## src/rtl/ifu_param_if.sv

```systemverilog
// Fetch-unit bus: instruction-memory write port, PC redirect request and the
// instruction stream handshake towards decode.
interface ifu_param_if #(
    parameter int XLEN    = 32,
    parameter int INSTR_W = 32,
    parameter int AW      = 6
);
    logic               imem_we;
    logic [AW-1:0]      imem_waddr;
    logic [INSTR_W-1:0] imem_wdata;
    logic               redirect_valid;
    logic [XLEN-1:0]    redirect_pc;
    logic               instr_ready;
    logic               instr_valid;
    logic [INSTR_W-1:0] instr;
    logic [XLEN-1:0]    instr_pc;

    // master: the core side that loads memory, steers the PC and consumes instructions
    modport master (
        output imem_we, imem_waddr, imem_wdata, redirect_valid, redirect_pc, instr_ready,
        input  instr_valid, instr, instr_pc
    );

    // slave: the fetch unit itself
    modport slave (
        input  imem_we, imem_waddr, imem_wdata, redirect_valid, redirect_pc, instr_ready,
        output instr_valid, instr, instr_pc
    );
endinterface

```

## src/rtl/ifu_param.sv

```systemverilog
// Parametrised instruction fetch unit: PC, loadable instruction memory, valid/ready
// stream with stall, redirect, halt word and sticky fault. IFU_PERF_CNT_EN adds counters.
module ifu_param #(
    parameter int                 XLEN       = 32,
    parameter int                 INSTR_W    = 32,
    parameter int                 IMEM_DEPTH = 64,
    parameter logic [XLEN-1:0]    RESET_PC   = {XLEN{1'b0}},
    parameter logic [INSTR_W-1:0] HALT_ENC   = {INSTR_W{1'b1}}
) (
    input  logic            CLOCK,
    input  logic            RESET,
    ifu_param_if.slave      bus,
`ifdef IFU_PERF_CNT_EN
    output logic [31:0]     fetch_count,
    output logic [31:0]     stall_count,
`endif
    output logic            fault,
    output logic [XLEN-1:0] fault_pc
);
    localparam int              AW         = $clog2(IMEM_DEPTH);
    localparam int              BYTES      = INSTR_W / 8;
    localparam int              S          = $clog2(BYTES);
    localparam logic [XLEN:0]   PC_LIMIT   = (XLEN + 1)'(IMEM_DEPTH * BYTES);
    localparam logic [XLEN-1:0] ALIGN_MASK = XLEN'(BYTES - 1);
    localparam logic [XLEN-1:0] PC_STEP    = XLEN'(BYTES);

    typedef enum logic [1:0] {
        ST_RUN   = 2'd0,
        ST_HALT  = 2'd1,
        ST_FAULT = 2'd2
    } state_t;

    // A fetch address must be word aligned and inside the instruction memory.
    function automatic logic pc_ok(input logic [XLEN-1:0] p);
        return ((p & ALIGN_MASK) == {XLEN{1'b0}}) && ({1'b0, p} < PC_LIMIT);
    endfunction

    logic [INSTR_W-1:0] imem_r [IMEM_DEPTH];

    state_t             state_r, state_s;
    logic [XLEN-1:0]    pc_r, pc_s;
    logic               instr_valid_r, instr_valid_s;
    logic [INSTR_W-1:0] instr_r, instr_s;
    logic [XLEN-1:0]    instr_pc_r, instr_pc_s;
    logic               fault_r, fault_s;
    logic [XLEN-1:0]    fault_pc_r, fault_pc_s;
    logic               load_s;
    logic [INSTR_W-1:0] rd_word_s;

    // Write port; reads are combinational so a same-edge write/load sees the old word.
    always_ff @(posedge CLOCK) begin
        if (bus.imem_we) begin
            imem_r[bus.imem_waddr] <= bus.imem_wdata;
        end
    end

    assign load_s    = (state_r == ST_RUN) && (!instr_valid_r || bus.instr_ready);
    assign rd_word_s = imem_r[pc_r[AW+S-1:S]];

    // Next-state logic: fault detection, then redirect, then slot load.
    always_comb begin
        state_s       = state_r;
        pc_s          = pc_r;
        instr_valid_s = instr_valid_r;
        instr_s       = instr_r;
        instr_pc_s    = instr_pc_r;
        fault_s       = fault_r;
        fault_pc_s    = fault_pc_r;
        case (state_r)
            ST_RUN, ST_HALT: begin
                if (bus.redirect_valid && !pc_ok(bus.redirect_pc)) begin
                    state_s       = ST_FAULT;
                    fault_s       = 1'b1;
                    fault_pc_s    = bus.redirect_pc;
                    instr_valid_s = 1'b0;
                end else if (load_s && !pc_ok(pc_r)) begin
                    state_s       = ST_FAULT;
                    fault_s       = 1'b1;
                    fault_pc_s    = pc_r;
                    instr_valid_s = 1'b0;
                end else if (bus.redirect_valid) begin
                    state_s       = ST_RUN;
                    pc_s          = bus.redirect_pc;
                    instr_valid_s = 1'b0;
                end else if (load_s) begin
                    instr_s       = rd_word_s;
                    instr_pc_s    = pc_r;
                    instr_valid_s = 1'b1;
                    pc_s          = pc_r + PC_STEP;
                    if (rd_word_s == HALT_ENC) begin
                        state_s = ST_HALT;
                    end else begin
                        state_s = ST_RUN;
                    end
                end else if (instr_valid_r && bus.instr_ready) begin
                    // halted: the halt word has been taken and nothing follows it
                    instr_valid_s = 1'b0;
                end else begin
                    instr_valid_s = instr_valid_r;
                end
            end
            ST_FAULT: begin
                instr_valid_s = 1'b0;
            end
            default: begin
                state_s       = ST_FAULT;
                fault_s       = 1'b1;
                fault_pc_s    = pc_r;
                instr_valid_s = 1'b0;
            end
        endcase
    end

    // State and output registers.
    always_ff @(posedge CLOCK) begin
        if (RESET) begin
            state_r       <= ST_RUN;
            pc_r          <= RESET_PC;
            instr_valid_r <= 1'b0;
            instr_r       <= {INSTR_W{1'b0}};
            instr_pc_r    <= {XLEN{1'b0}};
            fault_r       <= 1'b0;
            fault_pc_r    <= {XLEN{1'b0}};
        end else begin
            state_r       <= state_s;
            pc_r          <= pc_s;
            instr_valid_r <= instr_valid_s;
            instr_r       <= instr_s;
            instr_pc_r    <= instr_pc_s;
            fault_r       <= fault_s;
            fault_pc_r    <= fault_pc_s;
        end
    end

    assign bus.instr_valid = instr_valid_r;
    assign bus.instr       = instr_r;
    assign bus.instr_pc    = instr_pc_r;
    assign fault           = fault_r;
    assign fault_pc        = fault_pc_r;

`ifdef IFU_PERF_CNT_EN
    logic [31:0] fetch_count_r, stall_count_r;

    // Saturating handshake counters: accepted instructions and stalled cycles.
    always_ff @(posedge CLOCK) begin
        if (RESET) begin
            fetch_count_r <= 32'd0;
            stall_count_r <= 32'd0;
        end else begin
            if (instr_valid_r && bus.instr_ready && (fetch_count_r != 32'hFFFF_FFFF)) begin
                fetch_count_r <= fetch_count_r + 32'd1;
            end
            if (instr_valid_r && !bus.instr_ready && (stall_count_r != 32'hFFFF_FFFF)) begin
                stall_count_r <= stall_count_r + 32'd1;
            end
        end
    end

    assign fetch_count = fetch_count_r;
    assign stall_count = stall_count_r;
`endif
endmodule
```

## src/flat_wrapper.sv

```systemverilog
// flat-port wrapper written by rule: the top's interface ports become plain ports
module ifu_param_flat 
#(
    parameter int                 XLEN       = 32,
    parameter int                 INSTR_W    = 32,
    parameter int                 IMEM_DEPTH = 64,
    parameter logic [XLEN-1:0]    RESET_PC   = {XLEN{1'b0}},
    parameter logic [INSTR_W-1:0] HALT_ENC   = {INSTR_W{1'b1}}
)
  (CLOCK, RESET, fault, fault_pc, bus_imem_we, bus_imem_waddr, bus_imem_wdata, bus_redirect_valid, bus_redirect_pc, bus_instr_ready, bus_instr_valid, bus_instr, bus_instr_pc);
  ifu_param_if #(.XLEN(XLEN), .INSTR_W(INSTR_W)) bus_i ();
  input  logic CLOCK;
  input  logic RESET;
  output logic fault;
  output logic [XLEN-1:0] fault_pc;
  input wire logic [$bits(bus_i.imem_we)-1:0] bus_imem_we;
  input wire logic [$bits(bus_i.imem_waddr)-1:0] bus_imem_waddr;
  input wire logic [$bits(bus_i.imem_wdata)-1:0] bus_imem_wdata;
  input wire logic [$bits(bus_i.redirect_valid)-1:0] bus_redirect_valid;
  input wire logic [$bits(bus_i.redirect_pc)-1:0] bus_redirect_pc;
  input wire logic [$bits(bus_i.instr_ready)-1:0] bus_instr_ready;
  output wire logic [$bits(bus_i.instr_valid)-1:0] bus_instr_valid;
  output wire logic [$bits(bus_i.instr)-1:0] bus_instr;
  output wire logic [$bits(bus_i.instr_pc)-1:0] bus_instr_pc;
  assign bus_i.imem_we = bus_imem_we;
  assign bus_i.imem_waddr = bus_imem_waddr;
  assign bus_i.imem_wdata = bus_imem_wdata;
  assign bus_i.redirect_valid = bus_redirect_valid;
  assign bus_i.redirect_pc = bus_redirect_pc;
  assign bus_i.instr_ready = bus_instr_ready;
  assign bus_instr_valid = bus_i.instr_valid;
  assign bus_instr = bus_i.instr;
  assign bus_instr_pc = bus_i.instr_pc;
  ifu_param #(.XLEN(XLEN), .INSTR_W(INSTR_W), .IMEM_DEPTH(IMEM_DEPTH), .RESET_PC(RESET_PC), .HALT_ENC(HALT_ENC)) u_core (.CLOCK(CLOCK), .RESET(RESET), .bus(bus_i), .fault(fault), .fault_pc(fault_pc));
endmodule
```

## config.mk

```make
export PLATFORM = sky130hd
export DESIGN_NAME = ifu_param_flat
export DESIGN_NICKNAME = d
export VERILOG_FILES = /design/src/rtl/ifu_param_if.sv /design/src/rtl/ifu_param.sv /design/src/flat_wrapper.sv
export SDC_FILE = /design/constraint.sdc
export NUM_CORES = 2
export LEC_CHECK = 0
export CAP_MARGIN = 40
export CORE_UTILIZATION = 40
export CTS_CLUSTER_SIZE = 25
export DETAILED_ROUTE_END_ITERATION = 12
export REMOVE_ABC_BUFFERS = 1
export SETUP_SLACK_MARGIN = 0.05
export SLEW_MARGIN = 30
export SYNTH_ARGS = -nofsm -noshare
export SYNTH_HDL_FRONTEND = slang
export SYNTH_SLANG_ARGS = --single-unit
```

## constraint.sdc

```tcl
create_clock -name CLOCK -period 6.35 [get_ports CLOCK]
set_input_delay 0.635 -clock CLOCK [delete_from_list [all_inputs] [get_ports CLOCK]]
set_output_delay 0.635 -clock CLOCK [all_outputs]
set_load 0.01 [all_outputs]
```

==> flow_summary.yaml <==
timing:
  max_slew_margin_pct: 23.4
  tns_ns: 0
  hold_ws_ns: 0.198
  post-route-period-util_pct: 70.7
  setup_viol: 0
  rsz0062_at_grt: "no"
  drv_slew: 0
  hold_violations: 0
  max_freq_ghz: 0.223
  finalCriticalPeriod_ns: 4.49
  max_slew.worst_pin.slew_ns: 1.15
  fin_worst_skew_ns: 0.0570
global_route:
  grt_usage_pct: 23.3
  grt_max_degree: 121
  grt_pass1_vias: 44300
  overflow: 0
  grt_pass1_wl_um: 346000
  antenna_found_initial: 12
place:
  routabilityCongestion: 0.849
  io_buffers: 172
  dpl.hpwl_um: 151000
synth:
  ys_ff_latch: 2186
  ys_seq_area_share_pct: 75.8
  synth_edf_count: 2048
  synth_ff_type: "edfxtp_1"
  yosys_warnings: 0
  syn_area_per_cell_um2: 20.5
  synth.distinct_cells: 72
  syn_area_um2: 84700
  async_reset_ff_share_pct: 0
  syn_inst: 4132
clock_tree:
  ctsHoldBuffers: 0
  cts_tree: "built"
  postCtsSetupBuffers: 0
  cts_sinks: 2186
  ctsResizeCount: 0
  clock_latency_ns: 0.86
  clock_path_buffers: 3
  cts_buffers: 217
  htreeDepth: 4
  root_buffer: "clkbuf_16"
  cts.clk_slew.worst_paths_ns: 0.06
routing:
  drc: 0
  vias: 44500
  first_pass_iters: 5
  wl_per_cell_um: 33.4
  drtIter0Drc: 5906
  finalWirelength_um: 250000
  ant_nets: 0
  vias_per_cell: 5.95
floorplan:
  ioPinCount: 173
  initial_core_util_pct: 40.4
  die-area_um2: 214000
  rows: 168
  die_w_um: 462
  die_h_um: 462
  coreArea_um2: 210000
setup_path:
  crit_chain: "buf_12 -> mux2i_1 -> a22oi_1 -> nand2_1 -> a22oi_1 -> a21boi_0 -> a211oi_2 -> nand3_1 -> or4b_1 -> o21ai_1"
  slowest_delay_ns: 0.84
  endpoint_kind: "register"
  critPathMaxFanout: 120
  critPathBufInv: 1
  arrival_ns: 5.27
  crit_type: "reg2reg"
  crit_path_top_delay_cell: "dfxtp_4"
  cpMostUsedCell: "a22oi_1"
  cp.required_ns: 7.13
  cp_top_family: "compound AO/OA/AOI/OAI gates"
  start_kind: "register"
power:
  vdd.ir_drop.worst_uv: 343
  cellPowerDensity_nw_per_um2: 316
  p_leak_uw: 0.0303
run:
  max_cap_viol_count: 0
cells_and_area:
  final_layout_size_suffix_gt1_share_pct: 21.6
  final.fill_count: 17400
  area_growth_pct: 15.2
  fin_nets: 4567
run_status:
  status: "completed"
hold_path:
  hold_path_class: "in2reg"
-- routing by layer --
metal  up-vias  share of wire [%]  global-route usage [%]
li1      17900                  -                       -
met1     23700                 40                    32.5
met2      2470                 46                    36.3
met3       425                9.5                    4.67
met4         4                3.8                    8.62
met5         -             0.0080                       0
-- cell usage after synthesis, types with 4 or more instances --
cell,n,area (um2)
nand2_1,183,687
a32oi_1,6,52.6
mux4_1,89,2340
buf_1,8,30.0
mux2i_1,206,2060
nor4_1,19,119
buf_12,21,420
and2_1,56,350
nand4_1,16,100
nand3b_1,4,30.0
or2_2,4,25.0
nor3_1,35,175
a31oi_1,22,138
nand3_1,56,280
buf_4,46,345
a311oi_1,9,78.8
and3_1,14,87.6
clkbuf_4,4,30.0
nor3b_1,6,45.0
buf_6,47,529
clkbuf_1,58,218
dfxtp_1,138,2760
o21ai_0,22,110
nor2b_1,18,113
o221ai_1,15,131
and4_1,4,35.0
nand4b_1,5,43.8
or3_1,5,31.3
a22oi_1,114,856
buf_8,13,195
o21a_1,6,45.0
nor2_1,181,679
a21oi_1,83,415
o31ai_1,4,30.0
o211ai_1,14,105
edfxtp_1,2048,61500
o22ai_1,30,188
mux4_2,363,8180
nand2b_1,11,68.8
mux2_2,9,101
a211oi_1,52,390
buf_2,39,195
a221oi_1,7,61.3
-- state kept, by name, indices dropped and copies added (netlist names), named ones only --
register,cells
u_core.bus.instr,32
u_core.bus.instr_pc,32
u_core.bus.instr_valid,1
u_core.fault,1
u_core.fault_pc,32
u_core.imem_r,2048
u_core.pc_r,32
u_core.state_r,2
-- layout make-up --
cell class                      instances  area [um2]  share of cell area [%]
Inverter                                5        18.8                  0.0192
Clock buffer                          279        5730                    5.87
Timing Repair Buffer                  380        4090                    4.19
Antenna cell                            3        7.51                 0.00769
Tap cell                             2805        3510                    3.59
Multi-Input combinational cell       1701       19000                    19.5
Sequential cell                      2186       64300                    65.8
Clock inverter                        125        1000                    1.03
-- power breakdown --
group	total [uW]	internal, uW	leakage, uW	switching [uW]
logic	2610	1030	0.00742	1580
registers	16000	15900	0.0196	111
clock network	12200	6710	0.00329	5510
total	30800	23600	0.0303	7200
-- layout by cell type, fill, tap and decap left out, drive strengths merged, types with 9 or more instances in the layout --
cell type / Yosys / routed
o211ai: 14 / 14
a311oi: 10 / 10
nor2: 183 / 183
o21ai: 24 / 24
nand2b: 11 / 11
a211oi: 53 / 53
and2: 56 / 56
a31oi: 22 / 22
clkinv: 0 / 112
nand2: 183 / 183
o221ai: 15 / 15
and3: 14 / 14
o22ai: 30 / 30
nand4: 16 / 16
nor2b: 18 / 18
nand3: 56 / 56
buf: 174 / 241
nor4: 19 / 19
clkdlybuf4s50: 0 / 139
clkbuf: 66 / 279
a22oi: 114 / 114
mux2i: 206 / 206
mux4: 452 / 452
edfxtp: 2048 / 2048
mux2: 9 / 9
dfxtp: 138 / 138
a221oi: 9 / 9
a21oi: 83 / 83
nor3: 35 / 35
-- metrics by stage --
step	cell area [um2]	total power, uW	std cells	setup WS (ns)	util [%]
2_1_floorplan	82700	18600	3892	-13.96	-
3_3_place_gp	89600	18900	7016	1.09	42.7
3_5_place_dp	90800	18900	7071	1.89	43.2
4_1_cts	97500	31000	7475	1.84	46.4
5_1_grt	97600	31700	7482	1.66	46.5
6_report	97600	30800	7484	1.86	46.5
-- cell families (layout without fill, tap and decap cells) --
family,count (synthesis),after routing,synth area share [%]
flops,2186,2186,75.8
mux,667,667,15.0
simple gates,630,630,3.51
compound gates,403,403,3.30
buf+inv,245,789,2.38
fa+ha+maj,1,1,0.0148
other cells,0,3,0
-- final timing paths --
path	from	depth (start not counted)	slack, ns	to
max	register	10	1.86	u_core.state_r[0]
max reg2reg	register	10	1.86	u_core.state_r[0]
min reg2reg	u_core.bus.instr_pc[22]	1	0.45	u_core.bus.instr_pc[22]
min	RESET	2	0.20	u_core.fault
No activity file was read; power rests on OpenSTA's default activity.
